$ cat config.mk
export PLATFORM = sky130hd
export DESIGN_NAME = coin_collector_flat
export DESIGN_NICKNAME = d
export VERILOG_FILES = /design/src/rtl/coin_collector_pkg.sv /design/src/rtl/coin_collector_if.sv /design/src/rtl/coin_collector_bcd.sv /design/src/rtl/coin_collector.sv /design/src/flat_wrapper.sv
export SDC_FILE = /design/constraint.sdc
export NUM_CORES = 1
export LEC_CHECK = 0
export ABC_CLOCK_PERIOD_IN_PS = 6000
export CORE_UTILIZATION = 44
export DETAILED_ROUTE_END_ITERATION = 8
export MAX_ROUTING_LAYER = met4
export PLACE_DENSITY = 0.78
export SLEW_MARGIN = 20
export SYNTH_ARGS = -nofsm -noshare
export SYNTH_HDL_FRONTEND = slang
export SYNTH_SLANG_ARGS = --single-unit
$ cat constraint.sdc
create_clock -name Clk -period 6 [get_ports Clk]
set_input_delay 1.8 -clock Clk [delete_from_list [all_inputs] [get_ports Clk]]
set_output_delay 1.8 -clock Clk [all_outputs]
set_load 0.01 [all_outputs]
$ cat src/rtl/coin_collector_pkg.sv
// Shared types and defaults for the coin collector: FSM encoding, BCD digit type,
// hitbox defaults and the axis-aligned box overlap test.
package coin_pkg;

   typedef enum logic {
      WAIT,
      SCAN
   } coin_state_t;

   typedef logic [3:0] bcd_digit_t;

   localparam logic [9:0] MARIO_W_DEF = 10'd16;
   localparam logic [9:0] MARIO_H_DEF = 10'd32;
   localparam logic [9:0] COIN_W_DEF  = 10'd16;
   localparam logic [9:0] COIN_H_DEF  = 10'd28;

   // Strict overlap on 11-bit sums: boxes that only touch do not overlap.
   function automatic logic box_overlap(
      input logic [9:0] ax, input logic [9:0] ay,
      input logic [9:0] aw, input logic [9:0] ah,
      input logic [9:0] bx, input logic [9:0] by,
      input logic [9:0] bw, input logic [9:0] bh
   );
      logic [10:0] a_right, a_bottom, b_right, b_bottom;
      a_right  = {1'b0, ax} + {1'b0, aw};
      a_bottom = {1'b0, ay} + {1'b0, ah};
      b_right  = {1'b0, bx} + {1'b0, bw};
      b_bottom = {1'b0, by} + {1'b0, bh};
      return ({1'b0, ax} < b_right) && ({1'b0, bx} < a_right) &&
             ({1'b0, ay} < b_bottom) && ({1'b0, by} < a_bottom);
   endfunction

endpackage

$ cat src/rtl/coin_collector_if.sv
// Bundle between the coin collector, the per-coin blocks and the HUD/score stage.
interface coin_collector_if #(
   parameter int unsigned NUM_COINS = 4
);
   import coin_pkg::*;

   logic                      frame_clk;
   logic [9:0]                mario_x;
   logic [9:0]                mario_y;
   logic                      mario_alive;
   logic [10*NUM_COINS-1:0]   coin_x;
   logic [10*NUM_COINS-1:0]   coin_y;
   logic [NUM_COINS-1:0]      coin_alive;
   logic                      collect_pulse;
   bcd_digit_t                coin_ones;
   bcd_digit_t                coin_tens;
   logic                      busy;
   logic                      one_up;

   modport master (
      output frame_clk, mario_x, mario_y, mario_alive, coin_x, coin_y,
      input  coin_alive, collect_pulse, coin_ones, coin_tens, busy, one_up
   );

   modport slave (
      input  frame_clk, mario_x, mario_y, mario_alive, coin_x, coin_y,
      output coin_alive, collect_pulse, coin_ones, coin_tens, busy, one_up
   );

endinterface

$ cat src/rtl/coin_collector_bcd.sv
// Two-digit BCD collected-coin counter.
// COIN_ONEUP_EN: wrap 99->00 with a one-cycle wrap pulse; otherwise saturate at 99.
module coin_bcd_counter
   import coin_pkg::*;
(
   input  logic       Clk,
   input  logic       Reset,
   input  logic       inc,
   output bcd_digit_t ones,
   output bcd_digit_t tens,
   output logic       wrap
);

   bcd_digit_t r_ones;
   bcd_digit_t r_tens;
   logic       w_at_max;

   assign w_at_max = (r_ones == 4'd9) && (r_tens == 4'd9);

`ifdef COIN_ONEUP_EN
   logic r_wrap;

   always_ff @(posedge Clk) begin
      if (!Reset) begin
         r_ones <= '0;
         r_tens <= '0;
         r_wrap <= 1'b0;
      end else begin
         r_wrap <= 1'b0;
         if (inc) begin
            if (w_at_max) begin
               r_ones <= '0;
               r_tens <= '0;
               r_wrap <= 1'b1;
            end else if (r_ones == 4'd9) begin
               r_ones <= '0;
               r_tens <= r_tens + 4'd1;
            end else begin
               r_ones <= r_ones + 4'd1;
            end
         end
      end
   end

   assign wrap = r_wrap;
`else
   always_ff @(posedge Clk) begin
      if (!Reset) begin
         r_ones <= '0;
         r_tens <= '0;
      end else if (inc && !w_at_max) begin
         if (r_ones == 4'd9) begin
            r_ones <= '0;
            r_tens <= r_tens + 4'd1;
         end else begin
            r_ones <= r_ones + 4'd1;
         end
      end
   end

   assign wrap = 1'b0;
`endif

   assign ones = r_ones;
   assign tens = r_tens;

endmodule

$ cat src/rtl/coin_collector.sv
// Per-frame scan of coin boxes against Mario; owns coin_alive and drives the BCD count.
// COIN_ONEUP_EN (in coin_bcd_counter) selects 99->00 wrap with one_up vs saturation.
module coin_collector
   import coin_pkg::*;
#(
   parameter int unsigned NUM_COINS = 4,
   parameter logic [9:0]  MARIO_W   = MARIO_W_DEF,
   parameter logic [9:0]  MARIO_H   = MARIO_H_DEF,
   parameter logic [9:0]  COIN_W    = COIN_W_DEF,
   parameter logic [9:0]  COIN_H    = COIN_H_DEF
) (
   input  logic            Clk,
   input  logic            Reset,
   coin_collector_if.slave bus
);

   localparam int unsigned       IDX_W    = (NUM_COINS > 1) ? $clog2(NUM_COINS) : 1;
   localparam logic [IDX_W-1:0]  LAST_IDX = IDX_W'(NUM_COINS - 1);

   coin_state_t           r_state;
   coin_state_t           w_state_next;
   logic [IDX_W-1:0]      r_idx;
   logic                  r_fc_d;
   logic                  r_fe;
   logic [NUM_COINS-1:0]  r_coin_alive;
   logic                  r_pulse;

   logic                  w_busy;
   logic                  w_last;
   logic                  w_hit;
   logic                  w_sel_alive;
   logic [9:0]            w_cx;
   logic [9:0]            w_cy;
   bcd_digit_t            w_ones;
   bcd_digit_t            w_tens;
   logic                  w_wrap;

   // Frame strobe: fe is a registered rising edge, high for exactly one Clk.
   always_ff @(posedge Clk) begin
      if (!Reset) begin
         r_fc_d <= 1'b0;
         r_fe   <= 1'b0;
      end else begin
         r_fc_d <= bus.frame_clk;
         r_fe   <= bus.frame_clk & ~r_fc_d;
      end
   end

   always_ff @(posedge Clk) begin
      if (!Reset) begin
         r_state <= WAIT;
      end else begin
         r_state <= w_state_next;
      end
   end

   always_comb begin
      w_state_next = r_state;
      unique case (r_state)
         WAIT:    if (r_fe)   w_state_next = SCAN;
         SCAN:    if (w_last) w_state_next = WAIT;
         default: w_state_next = WAIT;
      endcase
   end

   always_comb begin
      w_cx        = '0;
      w_cy        = '0;
      w_sel_alive = 1'b0;
      for (int unsigned i = 0; i < NUM_COINS; i++) begin
         if (r_idx == IDX_W'(i)) begin
            w_cx        = bus.coin_x[10*i +: 10];
            w_cy        = bus.coin_y[10*i +: 10];
            w_sel_alive = r_coin_alive[i];
         end
      end
   end

   always_comb begin
      w_busy = (r_state == SCAN);
      w_last = (r_idx == LAST_IDX);
      w_hit  = w_busy && bus.mario_alive && w_sel_alive &&
               box_overlap(bus.mario_x, bus.mario_y, MARIO_W, MARIO_H,
                           w_cx, w_cy, COIN_W, COIN_H);
   end

   always_ff @(posedge Clk) begin
      if (!Reset) begin
         r_idx <= '0;
      end else if (r_state == WAIT || w_last) begin
         r_idx <= '0;
      end else begin
         r_idx <= r_idx + IDX_W'(1);
      end
   end

   always_ff @(posedge Clk) begin
      if (!Reset) begin
         r_coin_alive <= '1;
         r_pulse      <= 1'b0;
      end else begin
         r_pulse <= w_hit;
         for (int unsigned i = 0; i < NUM_COINS; i++) begin
            if (w_hit && (r_idx == IDX_W'(i))) begin
               r_coin_alive[i] <= 1'b0;
            end
         end
      end
   end

   // Counter is fed the unregistered hit so the count moves with collect_pulse.
   coin_bcd_counter u_bcd (
      .Clk   (Clk),
      .Reset (Reset),
      .inc   (w_hit),
      .ones  (w_ones),
      .tens  (w_tens),
      .wrap  (w_wrap)
   );

   assign bus.coin_alive    = r_coin_alive;
   assign bus.collect_pulse = r_pulse;
   assign bus.coin_ones     = w_ones;
   assign bus.coin_tens     = w_tens;
   assign bus.busy          = w_busy;
   assign bus.one_up        = w_wrap;

endmodule

$ cat src/flat_wrapper.sv
// flat-port wrapper written by rule: the top's interface ports become plain ports
module coin_collector_flat import coin_pkg::*;
#(
   parameter int unsigned NUM_COINS = 4,
   parameter logic [9:0]  MARIO_W   = MARIO_W_DEF,
   parameter logic [9:0]  MARIO_H   = MARIO_H_DEF,
   parameter logic [9:0]  COIN_W    = COIN_W_DEF,
   parameter logic [9:0]  COIN_H    = COIN_H_DEF
)
  (Clk, Reset, bus_frame_clk, bus_mario_x, bus_mario_y, bus_mario_alive, bus_coin_x, bus_coin_y, bus_coin_alive, bus_collect_pulse, bus_coin_ones, bus_coin_tens, bus_busy, bus_one_up);
  coin_collector_if #(.NUM_COINS(NUM_COINS)) bus_i ();
  input  logic Clk;
  input  logic Reset;
  input wire logic [$bits(bus_i.frame_clk)-1:0] bus_frame_clk;
  input wire logic [$bits(bus_i.mario_x)-1:0] bus_mario_x;
  input wire logic [$bits(bus_i.mario_y)-1:0] bus_mario_y;
  input wire logic [$bits(bus_i.mario_alive)-1:0] bus_mario_alive;
  input wire logic [$bits(bus_i.coin_x)-1:0] bus_coin_x;
  input wire logic [$bits(bus_i.coin_y)-1:0] bus_coin_y;
  output wire logic [$bits(bus_i.coin_alive)-1:0] bus_coin_alive;
  output wire logic [$bits(bus_i.collect_pulse)-1:0] bus_collect_pulse;
  output wire logic [$bits(bus_i.coin_ones)-1:0] bus_coin_ones;
  output wire logic [$bits(bus_i.coin_tens)-1:0] bus_coin_tens;
  output wire logic [$bits(bus_i.busy)-1:0] bus_busy;
  output wire logic [$bits(bus_i.one_up)-1:0] bus_one_up;
  assign bus_i.frame_clk = bus_frame_clk;
  assign bus_i.mario_x = bus_mario_x;
  assign bus_i.mario_y = bus_mario_y;
  assign bus_i.mario_alive = bus_mario_alive;
  assign bus_i.coin_x = bus_coin_x;
  assign bus_i.coin_y = bus_coin_y;
  assign bus_coin_alive = bus_i.coin_alive;
  assign bus_collect_pulse = bus_i.collect_pulse;
  assign bus_coin_ones = bus_i.coin_ones;
  assign bus_coin_tens = bus_i.coin_tens;
  assign bus_busy = bus_i.busy;
  assign bus_one_up = bus_i.one_up;
  coin_collector #(.NUM_COINS(NUM_COINS), .MARIO_W(MARIO_W), .MARIO_H(MARIO_H), .COIN_W(COIN_W), .COIN_H(COIN_H)) u_core (.Clk(Clk), .Reset(Reset), .bus(bus_i));
endmodule
==> impl_results.md, run 1 <==
- Outcome: finished clean
- Synth cell count leaders: ha_1 (45), nand2_1 (42), inv_1 (29), a21oi_1 (26), nor2_1 (24)
- Die area: 0.00691 mm²
- # diodes: 0
- Vias in the first global route: 3066
- DR pass1 iterations: 4
- CTS-repair resized insts: 0
- Via count: approximately 3.2k
- Setup TNS: 0 ps
- Leakage: ~1.7 nW
- Io pins: 119
- Synthesized instance count: 372
- Internal power: between 0.3 and 0.4 mW
- Initial DRC count: between 150 and 200
- Worst Hold Class: reg -> reg
- Layout cells sized above 1: under 10%
- Synthesized area per cell: roughly 7.8 µm²
- Initial Util: 45.6%
- PD cells: ~120 mW/mm²
- Gr ovfl total: 0
- Cell accounting for the most synthesized area: ha_1
- Util after Layout: ~65%
- Critical path required time: a little over 6000 ps
- Final setup fails: 0
- Synthesized Nets: around 520
- Synth Flop Type: dfxtp_1
- Combinational share of power: 57.5%
- Switching part of the total power: a little over a third
- R2R Setup Slk: approximately 1500 ps
- Final Hold Fails: 0
- Row count: 29
- Top cells by area, synth: ha_1 (19%), dfxtp_1 (12%), nand2_1 (5.4%), a21oi_1 (4.5%), inv_1 (3.8%)
- GRT Util Overall: around a quarter
- Ys async rst share: 0%
- DR WL/cell: 16.2 µm
- Period minus WS final: 5310 ps
- EDFF count, synth: 0
- Seq pwr share: roughly a quarter
- Clock Latency Late Sink: roughly 260 ps
- Worst Clk Skew: roughly 5.4 ps
- Period utilisation layout: roughly nine tenths
- RSZ-0062 raised after global routing: false
- Die Ht: roughly 83 µm
- Reg2reg start: u_core.r_idx[1]
- Final ANT Viol Nets: 0
- Initial antenna violation count: 0
- Hpwl dp: approximately 7.4 mm
- Final WL: approximately 9 mm
- Worst path cell trace: clkdlybuf4s50_1 -> nand2_1 -> o211ai_1 -> o211ai_1 -> or3_1 -> nor3_1 -> xnor2_1 -> ha_1 -> or4_1 -> o32a_1 -> o32ai_4 -> nand4_4 -> nor3_2 -> a31oi_1
- Area grow syn2layout: 41.6%
- CP peak stage delay: about 500 ps
- Max Slew Vio Count: 0
- Share of the synthesized area in the top cell type: between 10% and 20%
- Synthesized flop and latch total: 18
- Die X-Extent: roughly 83 µm
- Clock group share of total power: about 17%
- Worst Tran Pin Value: between 900 and 1000 ps
- Reg2reg end: u_core.u_bcd.tens[1]
- Sink Count: 18
- CTS tree: done
- Critical Path End Type: flip-flop
- CTS root buffer: clkbuf_8
- Switching pwr: between 0.15 and 0.2 mW
- Fill cells: 554
- DR vias/cell: around 5.7
- H-tree level count: 1
- Clk buf depth: 2
- CP bufs+invs: 1
- RePlAce Congestion: between 0.9 and 1
- Worst Hold End: u_core.r_fe
- Distinct cells, synth: a little under 70
- First-pass GRT wire length: 14.4 mm
- Fin nets: 630
- Worst Path Arrival: roughly 5400 ps
- Hold buffers post-CTS: 0
- Maximum fanout along the worst path: 8
- Max-Cap Viols: 0
- Pin count of the biggest net entering global routing: 29
- Max transition margin: 38.7%
- R2R depth: 16
- Cell depth of the worst hold path: 1
- IO Port Bufs: ~120
- Pwr Total: 0.489 mW
- Worst vdd ir: ~0.11 mV
- CP top delay family: simple AND/OR/NAND/NOR gates
- DRC Markers: 0
- Critical path depth: 14
- Clk slew on worst S/H paths: 60 ps
- Cell repeated most along the worst path: o211ai_1
- Synth warn: 0
- CP Launch Type: input port
- Fraction of the yosys area taken by sequential cells: between 10% and 20%
- Core Footprint: approximately 0.0063 mm²
- Most frequent cell after synthesis: ha_1
- Postcts setup bufs: 0
- CP Class: in -> reg
- Slowest stage cell, crit path: or4_1
- Hold_sp: u_core.r_fc_d
- Post-synthesis cell area: just under 0.003 mm²
- CTS Buf Count: 3
- Highest achievable clock rate: ~190 MHz
==> worst register-to-register path, cell delays in order (launching register included) <==
cell      delay, ps
dfxtp_1         330
inv_1            80
ha_1            760
buf_4           330
nand2_1          80
o211ai_1         90
o221ai_1        330
nand3_1         280
nand3_1         110
xor2_1          170
ha_1            310
nand4_1          90
or4_1           500
o211ai_1        230
o221a_2         380
nor3_2          110
a311oi_1        290
==> power by group through the flow <==
stage	combinational [mW]	clock, mW	sequential [mW]
2_1_floorplan	0.164	0	0.125
3_3_place_gp	0.272	0	0.125
3_5_place_dp	0.278	0	0.125
4_1_cts	0.280	0.0859	0.123
5_1_grt	0.311	0.0889	0.123
6_report	0.281	0.0851	0.123
==> per-layer routing <==
layer	GRT usage, %	vias up	share of wire [%]
li1	-	1593	-
met1	32.2	1436	45
met2	44.6	108	48
met3	1.99	15	4.9
met4	8.62	0	1.8
met5	-	-	0
==> layout make-up <==
| type | instances | area, µm² | share of cell area [%] |
|---|---|---|---|
| tap | 77 | 96.3 | 2.35 |
| inverter | 31 | 118 | 2.87 |
| sequential | 18 | 360 | 8.79 |
| multi-input combinational | 307 | 2290 | 55.9 |
| clock buffer | 3 | 41.3 | 1.01 |
| timing repair buffer | 120 | 1190 | 29.1 |
==> registers in the layout, summed over array words and instances, names as in the netlist <==
name,flops
u_core.bus.coin_alive,4
u_core.u_bcd.ones,4
u_core.u_bcd.tens,4
u_core.r_idx,2
u_core.bus.busy,1
u_core.bus.collect_pulse,1
u_core.r_fc_d,1
u_core.r_fe,1
==> through the flow <==
stage	hold WS (ps)	instance area, µm²	setup slack, ps	instances
after floorplan	367	2900	1220	372
after CTS	394	4100	707	556
after global routing	411	4100	502	556
after detailed placement	385	4060	468	553
final	389	4100	692	556
after global placement	373	4060	573	553
==> worst max-delay path by stage <==
stage,startpoint,slack (ps),end
finish,bus_coin_x[6],690,u_core.bus.coin_alive[1]
floorplan,bus_coin_x[6],1220,u_core.u_bcd.ones[3]
global placement,bus_coin_x[6],570,u_core.u_bcd.ones[3]
detailed placement,bus_coin_x[6],470,u_core.u_bcd.ones[3]
global route,bus_coin_x[6],500,u_core.bus.coin_alive[1]
CTS,bus_coin_x[6],710,u_core.bus.coin_alive[1]
==> cell families after synthesis <==
family / count (synthesis) / synth area share, %
buf+inv: 47 / 8.43
other cells: 1 / 0.130
mux: 6 / 2.12
flops: 18 / 12.4
simple gates: 129 / 23.5
xor+xnor: 17 / 5.14
fa+ha+maj: 45 / 19.4
compound gates: 109 / 28.8
==> layout by cell type (no fill, tap or decap), types with 4 or more instances in the layout <==
cell type / n
nor2b_1: 4
xor2_1: 9
o211a_1: 4
nor2_1: 24
nand2_1: 42
a21oi_1: 26
a21o_1: 6
a31oi_1: 4
nand2b_1: 4
and3_1: 4
o211ai_1: 10
clkdlybuf4s50_1: 117
nand3b_1: 6
mux2i_1: 5
dfxtp_1: 18
nand4_1: 9
ha_1: 45
o21ai_0: 12
o22ai_1: 5
nand3_1: 10
nor3_1: 5
xnor2_1: 8
inv_1: 29
a211oi_1: 4
No activity file was read; power rests on OpenSTA's default activity.
==> run 2, diff against run 1 <==
RECOVER_POWER = 50   (was unset)
==> run 2 against run 1 <==
Net effect: critical path depth is the same; wire length decreased by 0.39%; setup slack worse by 7.8 ps; clock-buffer cell count is the same; critical endpoint unchanged; critical path type unchanged; non-clock buffer count unchanged; sequential power is essentially flat; design area stayed put; combinational power hardly changed; utilization is the same; hold slack about the same; largest power group unchanged; die area unchanged.
==> impl_results.md, run 2 (synthesis gave the netlist of run 1 again) <==
- Critical Path End Type: flip-flop
- Worst Hold Class: reg -> reg
- Slowest stage cell, crit path: or4_1
- Register Area: 360 µm² (unchanged)
- Clk slew on worst S/H paths: 60 ps (about the same)
- CTS root buffer: clkbuf_8
- Core Footprint: 0.00635 mm² (unchanged)
- Fin nets: 630 (unchanged)
- H-tree level count: 1 (unchanged)
- Final Hold Fails: 0 (unchanged)
- Worst Path Arrival: 5410 ps (about the same)
- DR WL met2: 4.33 mm (+0.37%)
- Final ANT Viol Nets: 0 (unchanged)
- Final setup fails: 0 (unchanged)
- Io pins: 119 (unchanged)
- DRC Markers: 0 (unchanged)
- Outcome: finished clean
- CP bufs+invs: 1 (unchanged)
- Clock Latency Late Sink: 260 ps (about the same)
- CP top delay family: simple AND/OR/NAND/NOR gates
- DR pass1 iterations: 4 (unchanged)
- Final WL: 8.98 mm (-0.39%)
- Post-Layout Cell Count: 556 (unchanged)
- Fill cells: 554 (unchanged)
- Max Slew Vio Count: 0 (unchanged)
- Maximum fanout along the worst path: 8 (unchanged)
- Footprint of the multi-input gates: 0.00229 mm² (unchanged)
- Layout cells sized above 1: 6.05% (unchanged)
- IO Port Bufs: 117 (unchanged)
- CTS tree: done
- CP peak stage delay: 500 ps (about the same)
- Highest achievable clock rate: 188 MHz (-0.15%)
- RSZ-0062 raised after global routing: false
- Met3 wire length: 464 µm (+4.0%)
- Critical path depth: 14 (unchanged)
- Period utilisation layout: 88.6% (+0.13 points)
- GRT Util Overall: 26.0% (unchanged)
- PnR worst setup slack: 684 ps (-7.82 ps)
- Via count: 3139 (-0.41%)
- Period minus WS final: 5320 ps (+7.82 ps)
- Row count: 29 (unchanged)
- Hpwl dp: 7.41 mm (unchanged)
- DR WL/cell: 16.2 µm (-0.39%)
- Worst vdd ir: 0.109 mV (-0.76%)
- Initial DRC count: 166 (+6.4%)
- Postcts setup bufs: 0 (unchanged)
- Clk buf depth: 2 (unchanged)
- Cell depth of the worst hold path: 1 (unchanged)
- R2R Setup Slk: 1460 ps (about the same)
- RePlAce Congestion: 0.961 (unchanged)
- Max transition margin: 38.8% (+0.11 points)
- Hold buffers post-CTS: 0 (unchanged)
- Initial Util: 45.6% (unchanged)
- CP Class: in -> reg
- CTS Buf Count: 3 (unchanged)
- Sink Count: 18 (unchanged)
- Die Ht: 83.1 µm (unchanged)
- Post-Route M1 WL: 4.06 mm (-1.0%)
- Worst Tran Pin Value: 918 ps (-1.66 ps)
- Leakage: 1.72 nW (+0.67%)
- Dpl ws: 468 ps (unchanged)
- DR vias/cell: 5.65 (-0.41%)
- Vias in the first global route: 3066 (unchanged)
- Commonest non-fill, non-tap cell in the layout: clkdlybuf4s50_1
- CTS-repair resized insts: 0 (unchanged)
- Top Layer Used: met4
- Most frequent cells in the layout: clkdlybuf4s50_1 (105), ha_1 (45), nand2_1 (42)
- First-pass GRT wire length: 14.4 mm (unchanged)
- Die area: 0.00691 mm² (unchanged)
- Setup TNS: 0 ps (unchanged)
- Die X-Extent: 83.1 µm (unchanged)
- PD cells: 119 mW/mm² (about the same)
- CP Launch Type: input port
- R2R depth: 15 (-1)
- Placed Instances: 553 (unchanged)
- Cell repeated most along the worst path: o211ai_1
- Initial antenna violation count: 0 (unchanged)
- Worst Clk Skew: 4.55 ps (-0.863 ps)
- Critical path required time: 6090 ps (about the same)
- Worst path cell trace: clkdlybuf4s50_1 -> nand2_1 -> o211ai_1 -> o211ai_1 -> or3_1 -> nor3_1 -> xnor2_1 -> ha_1 -> or4_1 -> o32a_1 -> o32ai_4 -> nand4_4 -> nor3_2 -> a31oi_1
- Pin count of the biggest net entering global routing: 29 (unchanged)
- Area grow syn2layout: 41.6% (unchanged)
- Max-Cap Viols: 0 (unchanged)
- Gr ovfl total: 0 (unchanged)
- # diodes: 0 (unchanged)
[run 2: cell count changes in the layout (fill, tap and decap cells not counted), sizes merged]
cell,change
dlygate4sd3,+12
clkdlybuf4s50,-12
[run 2: per-stage QoR]
step,area [µm²],utilization (%),power [mW],hold WS (ps)
2_1_floorplan,2900,-,0.289,367
3_3_place_gp,4060,63.9,0.398,373
3_5_place_dp,4060,63.9,0.403,385
4_1_cts,4100,64.6,0.488,394
5_1_grt,4100,64.6,0.522,411
6_report,4100,64.6,0.489,389
[run 2: layer usage]
metal	global-route usage [%]	vias up
met5	-	-
met4	8.62	0
met3	1.99	11
met2	44.6	112
met1	32.2	1424
li1	-	1592
[run 2: worst paths after layout]
kind | from | to
setup / recovery | bus_coin_x[6] | u_core.bus.coin_alive[1]
hold / removal | u_core.r_fc_d | u_core.r_fe
setup reg to reg | u_core.r_idx[1] | u_core.bus.coin_alive[1]
hold reg to reg | u_core.r_fc_d | u_core.r_fe
[run 2: final cells by class]
class / instances / area share [%]
clock buffers: 3 / 1.01
repair buffers: 120 / 29.1
flip-flops and latches: 18 / 8.79
inverters: 31 / 2.87
multi-input cells: 307 / 55.9
well taps: 77 / 2.35
[run 2: power breakdown]
part           internal, mW  leakage [nW]  switching [mW]  total, mW
sequential            0.121         0.146         0.00146      0.123
combinational         0.145          1.55           0.136      0.281
clock                0.0447        0.0216          0.0410     0.0857
==> run 3, diff against run 2 <==
RECOVER_POWER = 100   (was 50)
==> run 3 against run 2 <==
Net effect: global-route usage is the same; final cell count is the same; first-iteration DRC count decreased by 31%; via count rose by 0.51%; power down 1.2%.
==> impl_results.md, run 3 (synthesis gave the netlist of run 1 again) <==
- Final setup fails: 0 (unchanged)
- Area grow syn2layout: 40.0%
- Maximum fanout along the worst path: 8 (unchanged)
- IO Port Bufs: 117 (unchanged)
- Highest achievable clock rate: 179 MHz (-4.9%)
- Outcome: finished clean
- Worst Clk Skew: 4.71 ps (+0.160 ps)
- CP Launch Type: input port
- Critical Path End Type: flip-flop
- CP Class: in -> reg
- Worst vdd ir: 0.109 mV (+0.28%)
- Setup TNS: 0 ps (unchanged)
- Register Area: 360 µm² (unchanged)
- # diodes: 0 (unchanged)
- PD cells: 119 mW/mm² (about the same)
- Commonest non-fill, non-tap cell in the layout: clkdlybuf4s50_1
- Cell depth of the worst hold path: 1 (unchanged)
- Top Layer Used: met4
- Post-route cell area: 0.00405 mm² (-1.2%)
- Initial antenna violation count: 0 (unchanged)
- Final Hold Fails: 0 (unchanged)
- Die X-Extent: 83.1 µm (unchanged)
- Min Hold Slack: 389 ps (-0.0680 ps)
- Die Ht: 83.1 µm (unchanged)
- Fin nets: 630 (unchanged)
- Final ANT Viol Nets: 0 (unchanged)
- RePlAce Congestion: 0.961 (unchanged)
- First-pass GRT wire length: 14.4 mm (unchanged)
- Final WL: 9.11 mm (+1.4%)
- Clock Latency Late Sink: 260 ps (about the same)
- Worst Tran Pin Value: 916 ps (-2.20 ps)
- Row count: 29 (unchanged)
- Sink Count: 18 (unchanged)
- Initial Util: 45.6% (unchanged)
- H-tree level count: 1 (unchanged)
- Gr ovfl total: 0 (unchanged)
- Max Slew Vio Count: 0 (unchanged)
- Footprint of the multi-input gates: 0.00224 mm² (-2.1%)
- CTS root buffer: clkbuf_8
- CTS-repair resized insts: 0 (unchanged)
- Via count: 3155 (+0.51%)
- Hold buffers post-CTS: 0 (unchanged)
- DR pass1 iterations: 4 (unchanged)
- Io pins: 119 (unchanged)
- Max transition margin: 38.9% (+0.15 points)
- DR WL met2: 4.38 mm (+1.2%)
- DR vias/cell: 5.67 (+0.51%)
- Initial DRC count: 115 (-31%)
- Most frequent cells in the layout: clkdlybuf4s50_1 (101), ha_1 (45), nand2_1 (42)
- Clk slew on worst S/H paths: 60 ps (about the same)
- Post-Route M1 WL: 4.13 mm (+1.9%)
- Critical path required time: 6120 ps (+30 ps)
- RSZ-0062 raised after global routing: false
- DR WL/cell: 16.4 µm (+1.4%)
- Die area: 0.00691 mm² (unchanged)
- DRC Markers: 0 (unchanged)
- Core Footprint: 0.00635 mm² (unchanged)
- Period minus WS final: 5590 ps (+273 ps)
- CTS Buf Count: 3 (unchanged)
- GRT Util Overall: 26.0% (unchanged)
- Hpwl dp: 7.41 mm (unchanged)
- Clk buf depth: 2 (unchanged)
- Met3 wire length: 432 µm (-6.9%)
- Fill cells: 567 (+2.3%)
- Period utilisation layout: 93.2% (+4.5 points)
- Postcts setup bufs: 0 (unchanged)
- Max-Cap Viols: 0 (unchanged)
- R2R depth: 15 (unchanged)
- Worst Hold Class: reg -> reg
- Vias in the first global route: 3066 (unchanged)
- CTS tree: done
- Leakage: 1.73 nW (+0.38%)
- Layout cells sized above 1: 4.80% (-1.3 points)
- Worst Path Arrival: 5710 ps (+300 ps)
- Placed inst area: 0.00406 mm² (unchanged)
- Pin count of the biggest net entering global routing: 29 (unchanged)
## run 3: changes by cell type in the layout (fill, tap and decap cells not counted), sizes merged
cell and change:
clkdlybuf4s50 -4, dlygate4sd3 +4
## run 3: routing by layer
metal	global-route usage [%]	up-vias
li1	-	1594
met1	32.2	1443
met2	44.6	103
met3	1.99	15
met4	8.62	0
met5	-	-
## run 3: worst paths after layout
| check | slack, ps | from | endpoint |
|---|---|---|---|
| worst min-delay path | 390 | u_core.r_fc_d | u_core.r_fe |
| worst min register to register | 390 | u_core.r_fc_d | u_core.r_fe |
| worst max register to register | 1260 | u_core.r_idx[1] | u_core.u_bcd.ones[3] |
| worst max-delay path | 410 | bus_coin_x[6] | u_core.u_bcd.ones[3] |
## run 3: final cells by class
type,count,area share [%]
timing repair buffer,120,29.5
tap,77,2.38
clock buffer,3,1.02
multi-input combinational,307,55.4
inverter,31,2.90
sequential,18,8.89
## run 3: stage by stage
| stage | utilization (%) | instances | power, mW | worst slack, ps |
|---|---|---|---|---|
| 3_3_place_gp | 63.9 | 553 | 0.398 | 573 |
| 3_5_place_dp | 63.9 | 553 | 0.403 | 468 |
| 5_1_grt | 63.8 | 556 | 0.516 | 285 |
| 4_1_cts | 64.6 | 556 | 0.488 | 707 |
| 2_1_floorplan | - | 372 | 0.289 | 1220 |
| 6_report | 63.8 | 556 | 0.483 | 411 |
## run 3: where the power goes
part	internal, mW	switching [mW]	leakage [nW]
sequential	0.121	0.00147	0.146
clock	0.0447	0.0407	0.0216
combinational	0.142	0.133	1.56
## run 3: worst max-delay path, stage by stage
cell	delay, ps
dlygate4sd3_1	520
nand2_1	50
o211ai_1	230
o211ai_1	190
or3_1	440
nor3_1	210
xnor2_1	100
ha_1	200
or4_1	500
o32a_1	300
o32ai_1	280
nand4_4	250
o41ai_1	500
o41ai_2	140
